[src/rtl/sync_fifo_v2.sv]
// sync_fifo_v2 -- parameterised single-clock FIFO.
//
// Arbitrary depth (explicit pointer wrap at DEPTH-1), registered or
// first-word-fall-through read, programmable almost-full/almost-empty
// thresholds, exported fill level and sticky overflow/underflow flags.
//
// Ports:
//   clk          rising-edge clock
//   reset        async active-low reset
//   write_en     push request          write_data  push word
//   read_en      pop request / FWFT acknowledge
//   read_data    read word (registered when FWFT=0, combinational when FWFT=1)
//   full/empty, almost_full/almost_empty  decoded from registered count
//   count        stored words (0..DEPTH)
//   overflow     sticky: write attempted while full
//   underflow    sticky: read attempted while empty
//   clear_err    synchronous clear of both sticky flags
module sync_fifo_v2 #(
  parameter int WIDTH         = 8,
  parameter int DEPTH         = 16,
  parameter int FWFT          = 0,
  parameter int AFULL_THRESH  = DEPTH - 2,
  parameter int AEMPTY_THRESH = 2,
  localparam int AW = $clog2(DEPTH),
  localparam int CW = $clog2(DEPTH + 1)
) (
  input  logic             clk,
  input  logic             reset,
  input  logic             write_en,
  input  logic [WIDTH-1:0] write_data,
  output logic             full,
  output logic             almost_full,
  input  logic             read_en,
  output logic [WIDTH-1:0] read_data,
  output logic             empty,
  output logic             almost_empty,
  output logic [CW-1:0]    count,
  output logic             overflow,
  output logic             underflow,
  input  logic             clear_err
);

  localparam logic [AW-1:0] PTR_LAST = AW'(DEPTH - 1);
  localparam logic [CW-1:0] CNT_FULL = CW'(DEPTH);
  localparam logic [CW-1:0] AF_T     = CW'(AFULL_THRESH);
  localparam logic [CW-1:0] AE_T     = CW'(AEMPTY_THRESH);

  logic [WIDTH-1:0] r_mem [DEPTH];
  logic [AW-1:0]    r_wptr, r_rptr;
  logic [CW-1:0]    r_count;
  logic             r_ovf, r_unf;
  logic             w_do_write, w_do_read;
  logic [AW-1:0]    w_wptr_nxt, w_rptr_nxt;

  // Flags come from registered count only, so accept decisions use
  // pre-edge state: a full FIFO rejects a write even alongside a read.
  assign full         = (r_count == CNT_FULL);
  assign empty        = (r_count == '0);
  assign almost_full  = (r_count >= AF_T);
  assign almost_empty = (r_count <= AE_T);
  assign count        = r_count;
  assign overflow     = r_ovf;
  assign underflow    = r_unf;

  assign w_do_write = write_en && !full;
  assign w_do_read  = read_en && !empty;

  // Explicit wrap so non-power-of-two depths never index past the array.
  assign w_wptr_nxt = (r_wptr == PTR_LAST) ? '0 : r_wptr + 1'b1;
  assign w_rptr_nxt = (r_rptr == PTR_LAST) ? '0 : r_rptr + 1'b1;

  always_ff @(posedge clk or negedge reset) begin
    if (!reset) begin
      r_wptr  <= '0;
      r_rptr  <= '0;
      r_count <= '0;
    end else begin
      if (w_do_write) r_wptr <= w_wptr_nxt;
      if (w_do_read)  r_rptr <= w_rptr_nxt;
      case ({w_do_write, w_do_read})
        2'b10:   r_count <= r_count + 1'b1;
        2'b01:   r_count <= r_count - 1'b1;
        default: r_count <= r_count;
      endcase
    end
  end

  // Storage is deliberately not reset.
  always_ff @(posedge clk) begin
    if (w_do_write) r_mem[r_wptr] <= write_data;
  end

  // Sticky errors; a new error in the same cycle as clear_err wins.
  always_ff @(posedge clk or negedge reset) begin
    if (!reset) begin
      r_ovf <= 1'b0;
      r_unf <= 1'b0;
    end else begin
      if (write_en && full) r_ovf <= 1'b1;
      else if (clear_err)   r_ovf <= 1'b0;
      if (read_en && empty) r_unf <= 1'b1;
      else if (clear_err)   r_unf <= 1'b0;
    end
  end

  generate
    if (FWFT != 0) begin : g_fwft
      // Head word is shown directly; forced to 0 while empty so the
      // output is deterministic after reset.
      assign read_data = empty ? '0 : r_mem[r_rptr];
    end else begin : g_reg
      logic [WIDTH-1:0] r_rdata;
      always_ff @(posedge clk or negedge reset) begin
        if (!reset)         r_rdata <= '0;
        else if (w_do_read) r_rdata <= r_mem[r_rptr];
      end
      assign read_data = r_rdata;
    end
  endgenerate

endmodule

[config.mk]
export PLATFORM = sky130hd
export DESIGN_NAME = sync_fifo_v2
export DESIGN_NICKNAME = d
export VERILOG_FILES = /design/src/rtl/sync_fifo_v2.sv
export SDC_FILE = /design/constraint.sdc
export NUM_CORES = 1
export LEC_CHECK = 0
export CAP_MARGIN = 20
export CORE_MARGIN = 2
export CORE_UTILIZATION = 30
export CTS_CLUSTER_SIZE = 14
export DETAILED_ROUTE_END_ITERATION = 8
export GPL_ROUTABILITY_DRIVEN = 0
export GPL_TIMING_DRIVEN = 1
export SYNTH_ARGS = -nofsm -noshare
export SYNTH_HDL_FRONTEND = slang
export SYNTH_SLANG_ARGS = --single-unit
[constraint.sdc]
create_clock -name clk -period 3.5 [get_ports clk]
set_input_delay 0.7 -clock clk [delete_from_list [all_inputs] [get_ports clk]]
set_output_delay 0.7 -clock clk [all_outputs]
set_load 0.03 [all_outputs]
Yosys cells after proc, flatten, opt, wreduce, memory -nomap -nowiden
Memories as Yosys holds them, arrays and structs flattened. A register that Yosys moved wholly into a read port is not among the register bits.
Index checks and enable logic that the tools add are counted.
- register bits: 15
- memories: 1
- logic and storage cells: 36
- output and inout port bits: 19
- input port bits: 13
- bits in writable memories: 128
- mux-type cells: 8
- add/sub/neg operators: 4
- reductions and logical operators: 11
- eq/ne operators: 5
- order comparisons: 2
- memory list (name ; words ; width ; rd ports ; clocked after memory_dff ; wr ports ; RTL line ; source):
    r_mem ; 16 ; 8 ; 1 ; 1 ; 1 ; 48 ; logic [WIDTH-1:0] r_mem [DEPTH];
- operators with widths (kind ; number):
    5-bit case mux with 2 select lines ; 1
    4-bit by 1-bit adder with 4-bit output (second input constant) ; 2
    4-bit == test (second input constant) ; 2
    4-bit 2-to-1 mux ; 2
    2-bit nonzero test ; 3
    5-bit by 1-bit adder with 5-bit output (second input constant) ; 1
    5-bit == test (second input constant) ; 1
    5-bit by 4-bit greater-or-equal comparator with 1-bit output (second input constant) ; 1
    5-bit by 2-bit less-or-equal comparator with 1-bit output (second input constant) ; 1
    5-bit zero test ; 1
    1-bit 2-to-1 mux ; 5
    5-bit by 1-bit subtractor with 5-bit output (second input constant) ; 1
    1-bit logical AND ; 4
    1-bit zero test ; 3
    2-bit by 1-bit == test with 1-bit output (second input constant) ; 1
    2-bit == test (second input constant) ; 1

Logic depth before layout (Yosys ltp)
Gate-level depths: netlist (run 1).
- depth after elaboration: 5
- mapped depth: 13
- gate-level depth less buffers: 10

Least setup slack after synthesis (run 1)
No wires, ideal clock.
- kind: flip-flop to output port
- start: reg r_count[1], in the netlist count[1]
- end: out almost_empty
- stages on the path, launching flop included: 3
- data required time: 2.800 ns
- arrival: 2.261 ns
- setup slack: 0.539 ns
- buffers on the path: 1
- cells stage by stage: dfrtp_1 -> buf_6 -> a2111oi_0
- cells in the longest elaborated chain, start to end: 1
- RTL lines (item ; RTL line ; source):
    start: declaration ; 50 ; logic [CW-1:0] r_count;
    start signal: assignment ; 81 ; 2'b10: r_count <= r_count + 1'b1;
    start signal: assignment ; 82 ; 2'b01: r_count <= r_count - 1'b1;
    start signal: assignment ; 83 ; default: r_count <= r_count;
    5-bit by 2-bit less-or-equal comparator with 1-bit output ; 60 ; assign almost_empty = (r_count <= AE_T);
    end: declaration ; 36 ; output logic almost_empty,
Every way passes these cells.

Final worst setup path (run 1)
- start: reg r_count[1], in the netlist count[1]
- end: out empty
- cells in the longest elaborated chain, start to end: 1
- RTL lines (item ; RTL line ; source):
    5-bit zero test ; 58 ; assign empty = (r_count == '0);
    end: declaration ; 35 ; output logic empty,
Every way passes these cells.

==> out/metrics.yaml, run 1 <==
synthesis:
  synth.most_common_cell: "edfxtp_1"
  synth_edf_count: 128
  synth_mux_area_share_pct: 11.0
  yosys.area_share.adder_pct: 1.81
  synthArstFlopShare_pct: 15.2
  ys_seq_area_share_pct: 70.8
  ys_ff_latch: 151
  synth_top_family_by_area: "multiplexers"
  synth_top_area_share_pct: 61.6
  synth_simple_gate_area_share_pct: 5.50
  syn-num-nets: 407
  synth_cell_types: 47
  synth-compound-area-share_pct: 6.78
  synth_area_um2: 6240
  synth.area.top_cells: "edfxtp_1, dfrtp_1, mux2i_1"
  syn_inst: 385
  synth_top_cell_by_area: "edfxtp_1"
  syn_avg_cell_area_um2: 16.2
  yosys_warnings: 0
  synth_xor_area_share_pct: 0.983
  netlist_top_cells_count: "edfxtp_1, mux2i_1, nor2_1"
  synthFlopType: "edfxtp_1"
drt:
  dr.pass1.iters: 4
  drt_iter0_markers: 236
  dr_total_vias: 3415
  via_per_inst: 4.78
  drc: 0
  drt_wl_total_um: 13000
  ant_nets: 0
  wl_per_cell_um: 18.2
clocking:
  path_clk_slew_ns: 0.06
  clock_sinks: 151
  cts-root-buf: "clkbuf_16"
  post_cts_resized: 0
  cts_tree: "yes"
  htreeDepth: 4
  clockBufferDepth: 2
  numCtsBuffers: 17
  clk_latency_ns: 0.42
  cts_setup_buffers: 0
  holdBufCountCts: 0
placement:
  placed_area_um2: 6870
  place_inst: 684
  io_buffer_count: 31
  hpwl_um: 8430
timing:
  max_slew.worst_pin.slew_ns: 0.702
  slew_viol_final: 0
  finalCritPeriodShare_pct: 82.3
  maxSlewHeadroom_pct: 53.0
  fin_crit_ns: 2.88
  rsz0062_at_grt: "false"
  setup_viol: 0
  setup_tns_ns: 0
  hold_viol: 0
  fin_skew_ns: 0.00719
  fmax_ghz: 0.347
layout:
  drive_gt1_share_pct: 13.3
  design_area_um2: 7440
  area_delta_synth_final_pct: 19.3
  antennaDiodeCount: 0
  nNetsFinal: 455
  final_cells: 715
pwr:
  pwr-share-seq_pct: 41.6
  power.density_nw_per_um2: 806
  combPwrFrac_pct: 28.7
  p_sw_mw: 1.93
  worst_ir_drop_vdd_mv: 0.372
  p_int_mw: 4.07
  power_frac_clock_pct: 29.7
  p_leak_nw: 2.63
  p_sw_share_pct: 32.2
floorplan:
  start_util_pct: 30.7
  core-area_um2: 20300
  dieArea_um2: 22000
  io-pin-count: 32
  die_w_um: 148
  row_count: 52
  die_h_um: 148
worst_setup_path:
  cp-end-kind: "primary output"
  path_class: "reg2out"
  critical_path_arrival_ns: 2.18
  worstPathRequired_ns: 2.80
  critPathMaxFanout: 11
  start_kind: "flip-flop"
global_route:
  grt_pass1_wl_um: 20200
  grt_max_degree: 24
  grt_pass1_vias: 3439
  grt_usage_pct: 12.5
  antenna_found_initial: 0
  grt_overflow: 0
run_status:
  status: "completed"
hold_path:
  hold_path.class: "reg2reg"
flow_run:
  cap_viol_max_count: 0
-- through the flow --
step | total power [mW] | hold slack (ns) | setup WS (ns) | util, %
6_report | 6.00 | 0.518 | 0.620 | 36.7
5_1_grt | 6.28 | 0.543 | 0.512 | 36.7
4_1_cts | 6.04 | 0.518 | 0.603 | 36.7
3_5_place_dp | 4.26 | 0.501 | 0.518 | 33.8
3_3_place_gp | 4.21 | 0.500 | 0.539 | 33.8
2_1_floorplan | 3.73 | 0.404 | 0.539 | -
-- metal layers --
layer	wire length, um	share of wire, %	track usage [%]	up-vias
li1	-	-	-	1593
met1	5870	45	15.9	1736
met2	6380	49	20.6	64
met3	468	3.6	2.58	22
met4	306	2.4	5.95	0
met5	0	0	0	-
-- final timing paths --
| kind | start | end | slack [ns] | depth (start not counted) |
|---|---|---|---|---|
| max reg2reg | count[1] | count[4] | 0.93 | 10 |
| max | count[1] | empty | 0.62 | 3 |
| min in group asynchronous | reset | count[3] | 0.64 | 2 |
| min | overflow | overflow | 0.52 | 1 |
| min reg2reg | overflow | overflow | 0.52 | 1 |
| max in group asynchronous | reset | r_rptr[2] | 2.60 | 2 |
-- layout make-up --
class / instances / area [um2]
fill: 1897 / 12900
sequential: 151 / 4420
multi-input combinational: 205 / 1630
timing repair buffer: 51 / 460
clock buffer: 22 / 444
tap: 270 / 338
clock inverter: 9 / 128
inverter: 7 / 26.3
-- power groups by stage --
stage | registers, mW | clock network [mW] | logic (mW)
after floorplan | 2.50 | 0 | 1.23
after global routing | 2.53 | 1.89 | 1.87
final | 2.50 | 1.78 | 1.72
after detailed placement | 2.53 | 0 | 1.73
after CTS | 2.49 | 1.81 | 1.74
after global placement | 2.52 | 0 | 1.70
-- cell families after synthesis --
| kind of cell | after synthesis |
|---|---|
| compound gates | 62 |
| xor+xnor | 7 |
| fa+ha+maj | 9 |
| buf+inv | 29 |
| flops | 151 |
| mux | 58 |
| simple gates | 69 |
-- sequential cells by signal, summed over array words and instances (netlist names) --
register   flops
count          5
overflow       1
r_mem        128
r_rptr         4
r_wptr         4
read_data      8
underflow      1
-- placed cells by master, fill, tap and decap left out, types with 3 or more instances in the layout --
cell type          n
xor2_1             3
bufinv_16          3
clkbuf_1           5
a221oi_1           8
clkinv_2           4
a22o_1             3
dfrtp_1           23
a21oi_1            3
mux4_2             7
clkbuf_16         17
mux2i_1           48
xnor2_1            4
nand3_1            7
nand2_1           10
o21ai_0            6
buf_4             20
nand2b_1           4
clkdlybuf4s50_1   31
o22ai_1           15
inv_1              7
a31oi_1            9
nor2_1            32
ha_1               9
o21ai_1            8
edfxtp_1         128
nor3_1             5
-- worst max-delay path: stages, from the launching register on --
cell	delay [ns]
dfrtp_1	0.51
nor4_4	0.38
and2_1	0.20
clkdlybuf4s50_1	0.67
Note: power is estimated with default switching activity, not from simulation.
==> inputs of run 2 (changes only) <==
Clock period 3.5 ns to 3 ns, I/O delays scaled along.
==> run 2 against run 1 <==
Sequential power is 16% higher. Non-clock buffer count is 4 higher. Largest power group unchanged. Cell area up 1.4%. Combinational power grew 17%. Clock skew grew 0.0042 ns.
==> out/metrics.yaml, run 2 (synthesis results as in run 1) <==
worst_setup_path:
  cp_slowest_cell: "clkdlybuf4s50_1"
  critical_path_arrival_ns: 2.16
  critPathMaxFanout: 11
  start_kind: "flip-flop"
  path_class: "reg2out"
  worstPathRequired_ns: 2.40
  path_cells: "nor4_4 -> and2_1 -> clkdlybuf4s50_1"
  max_stage_delay_ns: 0.67
  cp-end-kind: "primary output"
placement:
  preCtsSetupSlack_ns: 0.108
  placed_area_um2: 6890
  io_buffer_count: 31
  hpwl_um: 8360
run_status:
  status: "completed"
drt:
  drt_wl_total_um: 12700
  drc: 0
  drt_iter0_markers: 257
  ant_nets: 0
  wl_met3_um: 701
  via_per_inst: 4.74
  dr_total_vias: 3414
  wl_met1_um: 5510
  wl_per_cell_um: 17.6
  top_layer_used: "met4"
  dr.pass1.iters: 4
  routed-wl-met2_um: 6250
layout:
  ff_latch_area_um2: 4420
  final_common_cell: "edfxtp_1"
  drive_gt1_share_pct: 15.3
  antennaDiodeCount: 0
  layout_common_cells: "edfxtp_1, mux2i_1, nor2_1, clkdlybuf4s50_1"
  n_fill_cell: 1888
  nNetsFinal: 459
  area_delta_synth_final_pct: 21.0
  multi_input_area_um2: 1630
  largest_register: "r_mem"
  design_area_um2: 7550
  largest_register_ffs: 128
flow_run:
  cap_viol_max_count: 0
global_route:
  grt_overflow: 0
  grt_max_degree: 24
  grt_pass1_wl_um: 19400
  grt_pass1_vias: 3504
  antenna_found_initial: 0
  grt_usage_pct: 12.1
pwr:
  p_leak_nw: 2.68
  power.density_nw_per_um2: 954
  worst_ir_drop_vdd_mv: 0.478
clocking:
  post_cts_resized: 0
  htreeDepth: 4
  cts-root-buf: "clkbuf_16"
  clock_sinks: 151
  cts_setup_buffers: 0
  path_clk_slew_ns: 0.06
  cts_tree: "yes"
  holdBufCountCts: 0
  clockBufferDepth: 2
  clk_latency_ns: 0.41
  numCtsBuffers: 17
floorplan:
  row_count: 52
  die_h_um: 148
  core-area_um2: 20300
  start_util_pct: 30.7
  dieArea_um2: 22000
  die_w_um: 148
  io-pin-count: 32
timing:
  setup_viol: 0
  slew_viol_final: 0
  worst_slack_ns: 0.240
  setup_tns_ns: 0
  finalCritPeriodShare_pct: 92.0
  max_slew.worst_pin.slew_ns: 0.749
  fin_skew_ns: 0.0114
  rsz0062_at_grt: "false"
  hold_viol: 0
  maxSlewHeadroom_pct: 49.9
  fin_crit_ns: 2.76
  worst_hold_slack_ns: 0.522
  fmax_ghz: 0.362
hold_path:
  hold_path.class: "reg2reg"
[run 2: worst max-delay path, delay by kind of cell, from the launching register on]
kind	cells	cell delay, ns
buf+inv	1	0.67
flops	1	0.51
simple gates	2	0.57
[run 2: area by class of cell]
class | instances | share of cell area (%)
well taps | 270 | 4.47
inverters | 7 | 0.348
multi-input cells | 205 | 21.5
clock inverters | 15 | 2.87
repair buffers | 55 | 6.60
flip-flops and latches | 151 | 58.5
clock buffers | 17 | 5.63
[run 2: metal layers]
metal	track usage (%)	vias to the layer above
met5	0	-
li1	-	1602
met1	15.2	1719
met3	3.28	14
met2	19.7	79
met4	5.29	0
[run 2: through the flow]
stage,util [%],power (mW),std cells
after floorplan,-,4.36,385
after global placement,34.0,4.91,687
after detailed placement,34.0,4.97,687
after CTS,37.1,7.23,719
after global routing,37.2,7.54,720
final,37.2,7.20,720
[run 2: final timing paths]
| kind | slack, ns | depth (start not counted) | end | from |
|---|---|---|---|---|
| max in group asynchronous | 2.20 | 2 | r_rptr[0] | reset |
| worst max-delay path | 0.24 | 3 | full | count[1] |
| worst min-delay path | 0.52 | 1 | underflow | underflow |
| worst max register to register | 0.42 | 10 | count[4] | count[1] |
| min in group asynchronous | 0.54 | 2 | r_wptr[0] | reset |
| worst min register to register | 0.52 | 1 | underflow | underflow |
[run 2: power breakdown]
group	leakage [nW]	switching (mW)	internal, mW
clock network	0.312	0.857	1.41
registers	1.43	0.337	2.57
logic	0.942	1.12	0.893
total	2.68	2.32	4.88
==> inputs of run 3 (changes only) <==
Settings changed: CORE_MARGIN 2 to default, PLACE_DENSITY_LB_ADDON from default to 0.3.
Clock period 3 ns to 2.89 ns, I/O delays scaled along.
==> run 3 against run 2 <==
Utilization is 0.086 points lower. Sequential share of layout area rose by 0.14 points. Clock power barely moved. First-iteration DRC count up 3.9%. Global-route usage rose by 1.1 points. Register-to-register slack worse by 0.08 ns. Sequential power grew 3%. Count of clock-buffer cells in the layout is 2 higher. Clock skew down 0.0053 ns. Die area down 2.7%. Critical path depth rose by 7. Flip-flop and latch count unchanged.
==> out/metrics.yaml, run 3 (synthesis results as in run 1) <==
layout:
  layout_common_cells: "edfxtp_1, mux2i_1, nor2_1, clkdlybuf4s50_1"
  largest_register_ffs: 128
  nNetsFinal: 459
  drive_gt1_share_pct: 14.4
  final_cells: 720
  antennaDiodeCount: 0
  design_area_um2: 7530
  area_delta_synth_final_pct: 20.7
  n_fill_cell: 1909
  final_common_cell: "edfxtp_1"
  largest_register: "r_mem"
timing:
  fmax_ghz: 0.392
  rsz0062_at_grt: "false"
  worst_slack_ns: 0.339
  finalCritPeriodShare_pct: 88.3
  setup_viol: 0
  worst_hold_slack_ns: 0.518
  slew_viol_final: 0
  fin_skew_ns: 0.00607
  hold_viol: 0
  maxSlewHeadroom_pct: 50.2
  max_slew.worst_pin.slew_ns: 0.745
  fin_crit_ns: 2.55
drt:
  drt_iter0_markers: 267
  drc: 0
  via_per_inst: 4.71
  drt_wl_total_um: 13300
  dr.pass1.iters: 5
  wl_per_cell_um: 18.5
  dr_total_vias: 3388
  ant_nets: 0
worst_setup_path:
  start_kind: "flip-flop"
  r2r_end: "count[4]"
  cp-startpoint: "count[1]"
  cp-endpoint: "count[4]"
  critPathMaxFanout: 11
  path_class: "reg2reg"
  rr_startpoint: "count[1]"
  reg2reg_depth: 10
  critical_path_arrival_ns: 2.85
  worstPathRequired_ns: 3.19
  cp-end-kind: "flip-flop"
  r2r_setup_slack_ns: 0.34
floorplan:
  row_count: 52
  io-pin-count: 32
  die_h_um: 146
  die_w_um: 146
  start_util_pct: 30.7
  dieArea_um2: 21400
  core-area_um2: 20300
clocking:
  path_clk_slew_ns: 0.06
  cts-root-buf: "clkbuf_16"
  cts_tree: "yes"
  holdBufCountCts: 0
  clk_latency_ns: 0.41
  clock_sinks: 151
  clockBufferDepth: 2
  htreeDepth: 4
  numCtsBuffers: 17
global_route:
  grt_pass1_vias: 3440
  grt_overflow: 0
  antenna_found_initial: 0
  grt_pass1_wl_um: 20300
  grt_max_degree: 25
  grt_usage_pct: 13.1
pwr:
  p_leak_nw: 2.72
  power.density_nw_per_um2: 986
  worst_ir_drop_vdd_mv: 0.443
  power_mw: 7.43
run_status:
  status: "completed"
placement:
  hpwl_um: 8610
  io_buffer_count: 31
  preCtsSetupSlack_ns: -0.0185
  place_inst: 688
  placed_area_um2: 6910
flow_run:
  cap_viol_max_count: 0
hold_path:
  hold_path.class: "reg2reg"
run 3: changes by cell type in the layout (fill, tap and decap cells not counted), sizes merged:
| cell | previous run | this run |
|---|---|---|
| inv | 12 | 8 |
| dlymetal6s2s | 0 | 3 |
| clkdlybuf4s50 | 31 | 28 |
| clkinvlp | 1 | 2 |
| clkinv | 5 | 6 |
| clkbuf | 17 | 19 |
run 3: per-stage QoR:
step | utilization (%) | TNS, ns
after global placement | 34.1 | 0
after detailed placement | 34.1 | -0.0185
final | 37.1 | 0
after floorplan | - | 0
after global routing | 37.1 | 0
after CTS | 37.1 | 0
run 3: per-layer routing:
layer / share of wire, % / vias to the layer above / track usage [%]
met5: 0 / - / 0
met3: 4.1 / 20 / 3.47
li1: - / 1594 / -
met4: 2.4 / 0 / 5.94
met2: 48 / 72 / 20.8
met1: 46 / 1702 / 16.9
run 3: report_power, final:
part           internal (mW)  switching, mW  total (mW)
Sequential              2.67          0.325        3.00
Clock                   1.44          0.835        2.27
Combinational          0.928           1.23        2.16
Total                   5.04           2.39        7.43
run 3: timing repair:
action,4_1_cts,5_1_grt
endpoints found under the setup margin,0,3
gates resized for setup,0,3
buffers inserted,0,0
run 3: worst min-delay path by stage:
| stage | from | end | slack, ns | depth (start not counted) |
|---|---|---|---|---|
| floorplan | reset | count[0] | 0.28 | 0 |
| global placement | underflow | underflow | 0.50 | 1 |
| detailed placement | overflow | overflow | 0.51 | 1 |
| CTS | underflow | underflow | 0.53 | 1 |
| global route | reset | count[2] | 0.55 | 2 |
| finish | overflow | overflow | 0.52 | 1 |
run 3: worst max-delay path, stage by stage, from the launching register on:
cell and delay [ns]:
dfrtp_1 0.51, nor4_4 0.37, a21boi_1 0.14, inv_1 0.09, ha_1 0.19, buf_4 0.17
ha_1 0.28, o211a_1 0.14, o31ai_1 0.29, a31oi_1 0.11, xnor2_1 0.14
run 3: cell type report:
class / count / area, um2 / area share (%)
clock buffer: 19 / 433 / 5.75
tap: 270 / 338 / 4.49
clock inverter: 13 / 179 / 2.38
timing repair buffer: 55 / 510 / 6.78
multi-input combinational: 205 / 1630 / 21.6
sequential: 151 / 4420 / 58.7
inverter: 7 / 26.3 / 0.349
